<file path="src/rtl/rd_latency_n_to_0_if.sv">
// Read-side bus of the latency adapter: the fixed-latency source port and the
// show-ahead consumer port. The adapter takes the slave view.
interface rd_latency_n_to_0_if #(
    parameter int WIDTH = 32
);
    logic             in_rd_en;
    logic             in_rd_valid;
    logic [WIDTH-1:0] in_rd_data;
    logic             out_rd_en;
    logic             out_rd_valid;
    logic [WIDTH-1:0] out_rd_data;

    modport slave (
        output in_rd_en,
        input  in_rd_valid,
        input  in_rd_data,
        input  out_rd_en,
        output out_rd_valid,
        output out_rd_data
    );

    modport master (
        input  in_rd_en,
        output in_rd_valid,
        output in_rd_data,
        output out_rd_en,
        input  out_rd_valid,
        input  out_rd_data
    );
endinterface

</file>
<file path="src/rtl/rd_latency_n_to_0.sv">
// Turns a fixed-latency read source into a zero-latency show-ahead port by
// credit-limited prefetch into a DEPTH-entry FIFO, with flush and return-timing checks.
module rd_latency_n_to_0 #(
    parameter int WIDTH   = 32,
    parameter int LATENCY = 1,
    parameter int DEPTH   = 4
) (
    input  logic                       clk,
    input  logic                       rst_n,
    input  logic                       i_enable,
    input  logic                       i_flush,
    rd_latency_n_to_0_if.slave         bus,
    output logic [$clog2(DEPTH+1)-1:0] o_level,
    output logic                       o_err_protocol
);
    localparam int PW = (DEPTH > 1) ? $clog2(DEPTH) : 1;
    localparam int CW = $clog2(DEPTH + 1);
    localparam logic [CW:0]   LIM_CREDIT = (CW + 1)'(DEPTH);
    localparam logic [CW-1:0] LIM_COUNT  = CW'(DEPTH);

    logic [WIDTH-1:0]   r_mem [DEPTH];
    logic [PW-1:0]      r_wr_ptr;
    logic [PW-1:0]      r_rd_ptr;
    logic [CW-1:0]      r_count;
    logic [CW-1:0]      r_inflight;
    logic [LATENCY-1:0] r_tok_v;
    logic [LATENCY-1:0] r_tok_d;
    logic               r_err;

    logic [CW:0] w_credits;
    logic        w_issue;
    logic        w_expected;
    logic        w_discard;
    logic        w_accept;
    logic        w_full;
    logic        w_capture;
    logic        w_overflow;
    logic        w_pop;
    logic        w_err_evt;

    function automatic logic [PW-1:0] f_next(input logic [PW-1:0] p);
        return (p == PW'(DEPTH - 1)) ? '0 : p + 1'b1;
    endfunction

    // Credits count both stored words and reads still in the source pipeline.
    // rst_n gates the request so it is low for the whole reset, not just after it.
    assign w_credits  = {1'b0, r_inflight} + {1'b0, r_count};
    assign w_issue    = rst_n & i_enable & ~i_flush & (w_credits < LIM_CREDIT);

    assign w_expected = r_tok_v[LATENCY-1];
    assign w_discard  = r_tok_d[LATENCY-1];
    assign w_accept   = bus.in_rd_valid & w_expected & ~w_discard & ~i_flush;
    assign w_full     = (r_count == LIM_COUNT);
    assign w_capture  = w_accept & ~w_full;
    assign w_overflow = w_accept & w_full;
    assign w_pop      = bus.out_rd_en & (r_count != '0) & ~i_flush;

    assign w_err_evt  = (bus.in_rd_valid & ~w_expected & ~i_flush)
                      | (w_expected & ~bus.in_rd_valid)
                      | w_overflow;

    always_ff @(posedge clk or negedge rst_n) begin
        if (!rst_n) begin
            r_wr_ptr   <= '0;
            r_rd_ptr   <= '0;
            r_count    <= '0;
            r_inflight <= '0;
            r_tok_v    <= '0;
            r_tok_d    <= '0;
            r_err      <= 1'b0;
        end else begin
            // Flush marks every live token as discard; its credit is released
            // only when it retires, so in-flight returns cannot oversubscribe.
            r_tok_v    <= (r_tok_v << 1) | LATENCY'(w_issue);
            r_tok_d    <= (i_flush ? (r_tok_d | r_tok_v) : r_tok_d) << 1;
            r_inflight <= r_inflight + CW'(w_issue) - CW'(w_expected);
            r_err      <= r_err | w_err_evt;
            if (i_flush) begin
                r_count  <= '0;
                r_wr_ptr <= '0;
                r_rd_ptr <= '0;
            end else begin
                if (w_capture) r_wr_ptr <= f_next(r_wr_ptr);
                if (w_pop)     r_rd_ptr <= f_next(r_rd_ptr);
                r_count <= r_count + CW'(w_capture) - CW'(w_pop);
            end
        end
    end

    always_ff @(posedge clk) begin
        if (w_capture) r_mem[r_wr_ptr] <= bus.in_rd_data;
    end

    assign bus.in_rd_en     = w_issue;
    assign bus.out_rd_valid = (r_count != '0);
    assign bus.out_rd_data  = r_mem[r_rd_ptr];
    assign o_level          = r_count;
    assign o_err_protocol   = r_err;
endmodule

</file>
<file path="src/flat_wrapper.sv">
// flat-port wrapper written by rule: the top's interface ports become plain ports
module rd_latency_n_to_0_flat 
#(
    parameter int WIDTH   = 32,
    parameter int LATENCY = 1,
    parameter int DEPTH   = 4
)
  (clk, rst_n, i_enable, i_flush, o_level, o_err_protocol, bus_in_rd_en, bus_in_rd_valid, bus_in_rd_data, bus_out_rd_en, bus_out_rd_valid, bus_out_rd_data);
  rd_latency_n_to_0_if #(.WIDTH(WIDTH)) bus_i ();
  input  logic clk;
  input  logic rst_n;
  input  logic i_enable;
  input  logic i_flush;
  output logic [$clog2(DEPTH+1)-1:0] o_level;
  output logic o_err_protocol;
  output wire logic [$bits(bus_i.in_rd_en)-1:0] bus_in_rd_en;
  input wire logic [$bits(bus_i.in_rd_valid)-1:0] bus_in_rd_valid;
  input wire logic [$bits(bus_i.in_rd_data)-1:0] bus_in_rd_data;
  input wire logic [$bits(bus_i.out_rd_en)-1:0] bus_out_rd_en;
  output wire logic [$bits(bus_i.out_rd_valid)-1:0] bus_out_rd_valid;
  output wire logic [$bits(bus_i.out_rd_data)-1:0] bus_out_rd_data;
  assign bus_in_rd_en = bus_i.in_rd_en;
  assign bus_i.in_rd_valid = bus_in_rd_valid;
  assign bus_i.in_rd_data = bus_in_rd_data;
  assign bus_i.out_rd_en = bus_out_rd_en;
  assign bus_out_rd_valid = bus_i.out_rd_valid;
  assign bus_out_rd_data = bus_i.out_rd_data;
  rd_latency_n_to_0 #(.WIDTH(WIDTH), .LATENCY(LATENCY), .DEPTH(DEPTH)) u_core (.clk(clk), .rst_n(rst_n), .i_enable(i_enable), .i_flush(i_flush), .bus(bus_i), .o_level(o_level), .o_err_protocol(o_err_protocol));
endmodule
</file>
<file path="config.mk">
export PLATFORM = sky130hd
export DESIGN_NAME = rd_latency_n_to_0_flat
export DESIGN_NICKNAME = d
export VERILOG_FILES = /design/src/rtl/rd_latency_n_to_0_if.sv /design/src/rtl/rd_latency_n_to_0.sv /design/src/flat_wrapper.sv
export SDC_FILE = /design/constraint.sdc
export NUM_CORES = 1
export LEC_CHECK = 0
export CELL_PAD_IN_SITES_DETAIL_PLACEMENT = 2
export CELL_PAD_IN_SITES_GLOBAL_PLACEMENT = 2
export CORE_MARGIN = 10
export CORE_UTILIZATION = 48
export DETAILED_ROUTE_END_ITERATION = 10
export DONT_BUFFER_PORTS = 1
export PLACE_DENSITY_LB_ADDON = 0.08
export SYNTH_ARGS = -nofsm -noshare
export SYNTH_HDL_FRONTEND = slang
export SYNTH_SLANG_ARGS = --single-unit
</file>
<file path="constraint.sdc">
create_clock -name clk -period 2.96 [get_ports clk]
set_clock_uncertainty 0.15 [all_clocks]
set_input_delay 0.592 -clock clk [delete_from_list [all_inputs] [get_ports clk]]
set_output_delay 0.592 -clock clk [all_outputs]
set_load 0.02 [all_outputs]
</file>
==> results.sh, run 1 <==
export IMPL_fp_dieW_um=126
export IMPL_port_buffers=0
export IMPL_ioPinCount=76
export IMPL_gp_congestion=0.705
export IMPL_die_h_um=126
export IMPL_avgSynthCellArea_um2=22.6
export IMPL_synthDistinctLibCells=29
export IMPL_dpl_hpwl_um=7840
export IMPL_synth_seq_cells=140
export IMPL_synth_nets=288
export IMPL_netlist_instances=237
export IMPL_start_util=0.492
export IMPL_yosys_warnings=0
export IMPL_synth_seq_area_share=0.774
export IMPL_rows=38
export IMPL_status="aborted with a tool error"
export IMPL_stop_stage="detailed placement"
export IMPL_synth_area_mm2=0.00535
export IMPL_first_error="[ERROR DPL-0033] detailed placement checks failed during check placement."
logic make-up after synthesis:
group / count (synthesis) / synth area share
flops: 140 / 0.774
mux: 35 / 0.142
simple gates: 23 / 0.0250
buf+inv: 19 / 0.0159
fa+ha+maj: 13 / 0.0332
compound gates: 4 / 0.00491
xor+xnor: 3 / 0.00491
cell usage after synthesis (all sizes together):
cell type  instances  area, µm²
mux2               2       30.0
a21oi              2       10.0
mux2i              1       10.0
buf                6       36.3
mux4              32        721
nor2b              2       12.5
or3                2       13.8
o31ai              1       7.51
nor4               1       6.26
xnor2              2       17.5
a211o              1       8.76
edfxtp           128       3840
and4b              1       10.0
dfrtp             12        300
clkbuf             4       15.0
nor3               1       5.00
nand4              1       6.26
nand2              1       3.75
nor2               7       26.3
xor2               1       8.76
and2               5       36.3
nand3              1       5.00
fa                 2       40.0
ha                11        138
inv                9       33.8
or3b               1       8.76
per-stage QoR:
stage | area [µm²] | std cells | hold slack, ns | setup slack (ns)
after floorplan | 5350 | 237 | 0.146 | 0.426
after global placement | 5520 | 371 | 0.147 | 0.503
==> inputs of run 2 (changes only) <==
--- a/config.mk
+++ b/config.mk
@@ -5,13 +5,11 @@
 export SDC_FILE = /design/constraint.sdc
 export NUM_CORES = 1
 export LEC_CHECK = 0
-export CELL_PAD_IN_SITES_DETAIL_PLACEMENT = 2
-export CELL_PAD_IN_SITES_GLOBAL_PLACEMENT = 2
 export CORE_MARGIN = 10
-export CORE_UTILIZATION = 48
+export CORE_UTILIZATION = 35
 export DETAILED_ROUTE_END_ITERATION = 10
 export DONT_BUFFER_PORTS = 1
-export PLACE_DENSITY_LB_ADDON = 0.08
+export PLACE_DENSITY_LB_ADDON = 0.15
 export SYNTH_ARGS = -nofsm -noshare
 export SYNTH_HDL_FRONTEND = slang
 export SYNTH_SLANG_ARGS = --single-unit
==> run 2 against run 1 <==
Compared with the run above: the run now ends clean; synthesized cell count is the same; area after synthesis is the same.
==> results.sh, run 2 <==
export IMPL_setup_ws_ns=0.191
export IMPL_drive_gt1_frac=0.293
export IMPL_rsz0062_at_grt="false"
export IMPL_slowest_delay_ns=0.69
export IMPL_synth_edf_count=128
export IMPL_die_h_um=144
export IMPL_hold_viol=0
export IMPL_tightest_slew_ns=0.593
export IMPL_critical_path_endpoint_type="output port"
export IMPL_fp_dieW_um=144
export IMPL_hp_class="input pin to register"
export IMPL_gp_congestion=0.666
export IMPL_grt_first_pass_wirelength_um=14900
export IMPL_cp_top_family="flip-flops"
export IMPL_wl_per_cell_um=21.9
export IMPL_cp_max_fo=15
export IMPL_synth_top_cells_by_count="edfxtp_1, mux4_2, dfrtp_1"
export IMPL_cp_slowest_cell="dfrtp_2"
export IMPL_drc=0
export IMPL_status="completed"
export IMPL_synth_area_mm2=0.00535
export IMPL_r2r_slack_ns=0.27
export IMPL_crit_arrival_ns=2.03
export IMPL_vias_per_cell=4.97
export IMPL_htree_num_levels=4
export IMPL_finalWirelength_um=10000
export IMPL_yosys_warnings=0
export IMPL_clock_sinks=140
export IMPL_cts_tree="built"
export IMPL_antenna_found_initial=0
export IMPL_synthDistinctLibCells=29
export IMPL_power_density_mw_per_mm2=795
export IMPL_largest_register="u_core.r_mem"
export IMPL_grt_max_degree=29
export IMPL_largest_reg_flops=128
export IMPL_final_common_cell="edfxtp_1"
export IMPL_async_flop_share=0.0857
export IMPL_ant_nets=0
export IMPL_path_clk_slew_ns=0.06
export IMPL_numCtsBuffers=17
export IMPL_synth_nets=288
export IMPL_drtIter0Drc=137
export IMPL_drt_first_pass_iters=6
export IMPL_fillers=1322
export IMPL_synth_area_leaders="edfxtp_1, mux4_2, dfrtp_1, ha_1, fa_1"
export IMPL_crit_required_ns=2.22
export IMPL_dpl_hpwl_um=6220
export IMPL_power_leakage_nw=2.04
export IMPL_worstRegToRegCells=9
export IMPL_area_growth_syn_to_layout_pct=16.2
export IMPL_insertion_delay_ns=0.41
export IMPL_synth_top_area_share=0.718
export IMPL_ioPinCount=76
export IMPL_yosysMostFrequentCell="edfxtp_1"
export IMPL_fmax_mhz=361
export IMPL_synth_main_ff_cell="edfxtp_1"
export IMPL_avgSynthCellArea_um2=22.6
export IMPL_port_buffers=0
export IMPL_critPathBufInv=1
export IMPL_whs_path_depth=1
export IMPL_holdCritStartpoint="i_flush"
export IMPL_hold_path_end="u_core.r_rd_ptr[0]"
export IMPL_cap_violations=0
export IMPL_maxSlewViolCount=0
export IMPL_path_class="register to output port"
export IMPL_grt_overflow=0
export IMPL_rows=45
export IMPL_worstReg2RegEnd="u_core.r_inflight[2]"
export IMPL_min_period_ns=2.77
export IMPL_setup_violations=0
export IMPL_relSlewSlack=0.603
export IMPL_cts_setup_buffers=0
export IMPL_fin_crit_sh=0.936
export IMPL_track_usage=0.102
export IMPL_vias=2274
export IMPL_root_buffer="clkbuf_16"
export IMPL_final_cell_mix="edfxtp_1, mux4_2, clkbuf_16, ha_1, dfrtp_1"
export IMPL_synth_seq_area_share=0.774
export IMPL_path_cells="buf_4 -> mux4_2"
export IMPL_post_place_ws_ns=0.273
export IMPL_layout_nets=308
export IMPL_ir_drop_mv=0.357
export IMPL_grt_pass1_vias=2432
export IMPL_start_util=0.355
export IMPL_cp_start_kind="register"
export IMPL_clock_path_buffers=2
export IMPL_core_area_mm2=0.0151
export IMPL_dieArea_mm2=0.0206
export IMPL_num_antenna_cells=0
export IMPL_reg2reg_from="u_core.o_level[2]"
export IMPL_synth_seq_cells=140
export IMPL_fin_setup_tns_ns=0
export IMPL_yosys_area_top_type="edfxtp_1"
export IMPL_cts_resized=0
export IMPL_netlist_instances=237
-- run 2: cell counts after synthesis --
No cell type changed its count.
-- run 2: stage by stage --
step / std cells / total power [mW] / util / area, µm² / hold slack [ns]
global placement: 425 / 3.10 / 0.376 / 5680 / 0.147
CTS: 458 / 5.04 / 0.412 / 6220 / 0.0588
finish: 458 / 4.95 / 0.412 / 6220 / 0.0829
floorplan: 237 / 2.94 / - / 5350 / 0.146
global route: 458 / 5.17 / 0.412 / 6220 / 0.0616
detailed placement: 425 / 3.11 / 0.376 / 5680 / 0.147
-- run 2: worst max-delay path by stage --
stage | endpoint | slack [ns] | depth (start not counted) | from
2_1_floorplan | u_core.r_inflight[2] | 0.43 | 9 | u_core.o_level[2]
3_3_place_gp | u_core.r_inflight[2] | 0.34 | 9 | u_core.o_level[2]
3_5_place_dp | u_core.r_inflight[2] | 0.27 | 9 | u_core.o_level[2]
4_1_cts | bus_out_rd_data[31] | 0.09 | 2 | u_core.r_rd_ptr[0]
5_1_grt | bus_out_rd_data[31] | 0.02 | 2 | u_core.r_rd_ptr[0]
6_report | bus_out_rd_data[31] | 0.19 | 2 | u_core.r_rd_ptr[0]
-- run 2: worst register-to-register path: stages, from the launching register on --
cell and delay (ns):
dfrtp_1 0.50, ha_1 0.34, nor4_1 0.23, nand4_1 0.16
ha_1 0.31, inv_1 0.04, ha_1 0.18, fa_1 0.38
xnor2_1 0.18, xnor2_1 0.14
-- run 2: area by class of cell --
cell class	instances	area, µm²	share of cell area
inverter	9	33.8	0.00543
multi-input combinational	78	1120	0.181
timing repair buffer	11	148	0.0237
clock inverter	14	104	0.0167
tap	188	235	0.0378
sequential	140	4150	0.667
clock buffer	18	429	0.0690
-- run 2: cell families (layout without fill, tap and decap cells) --
| kind of cell | Yosys count | in the layout | share of synthesized area |
|---|---|---|---|
| and+or+nand+nor | 23 | 23 | 0.0250 |
| buffers and inverters | 19 | 52 | 0.0159 |
| muxes | 35 | 35 | 0.142 |
| xor gates and xnor gates | 3 | 3 | 0.00491 |
| AOI/OAI and AO/OA | 4 | 4 | 0.00491 |
| DFF | 140 | 140 | 0.774 |
| adders and majority gates | 13 | 13 | 0.0332 |
-- run 2: timing repair --
item	CTS	global route
hold buffers	1	0
endpoints found under the hold margin	12	0
setup endpoints to repair	0	0
-- run 2: power breakdown --
group	total (mW)	internal (mW)	switching (mW)	leakage, nW
clock	1.90	1.14	0.768	0.262
combinational	0.734	0.335	0.398	0.472
sequential	2.31	2.22	0.0902	1.30
-- run 2: layer usage --
metal	vias to the layer above	wire (µm)	track usage
li1	1005	-	-
met1	1192	3960	0.114
met2	67	4910	0.156
met3	10	1030	0.0627
met4	0	116	0.0403
met5	-	0	0
(Power assumes the default switching activity.)
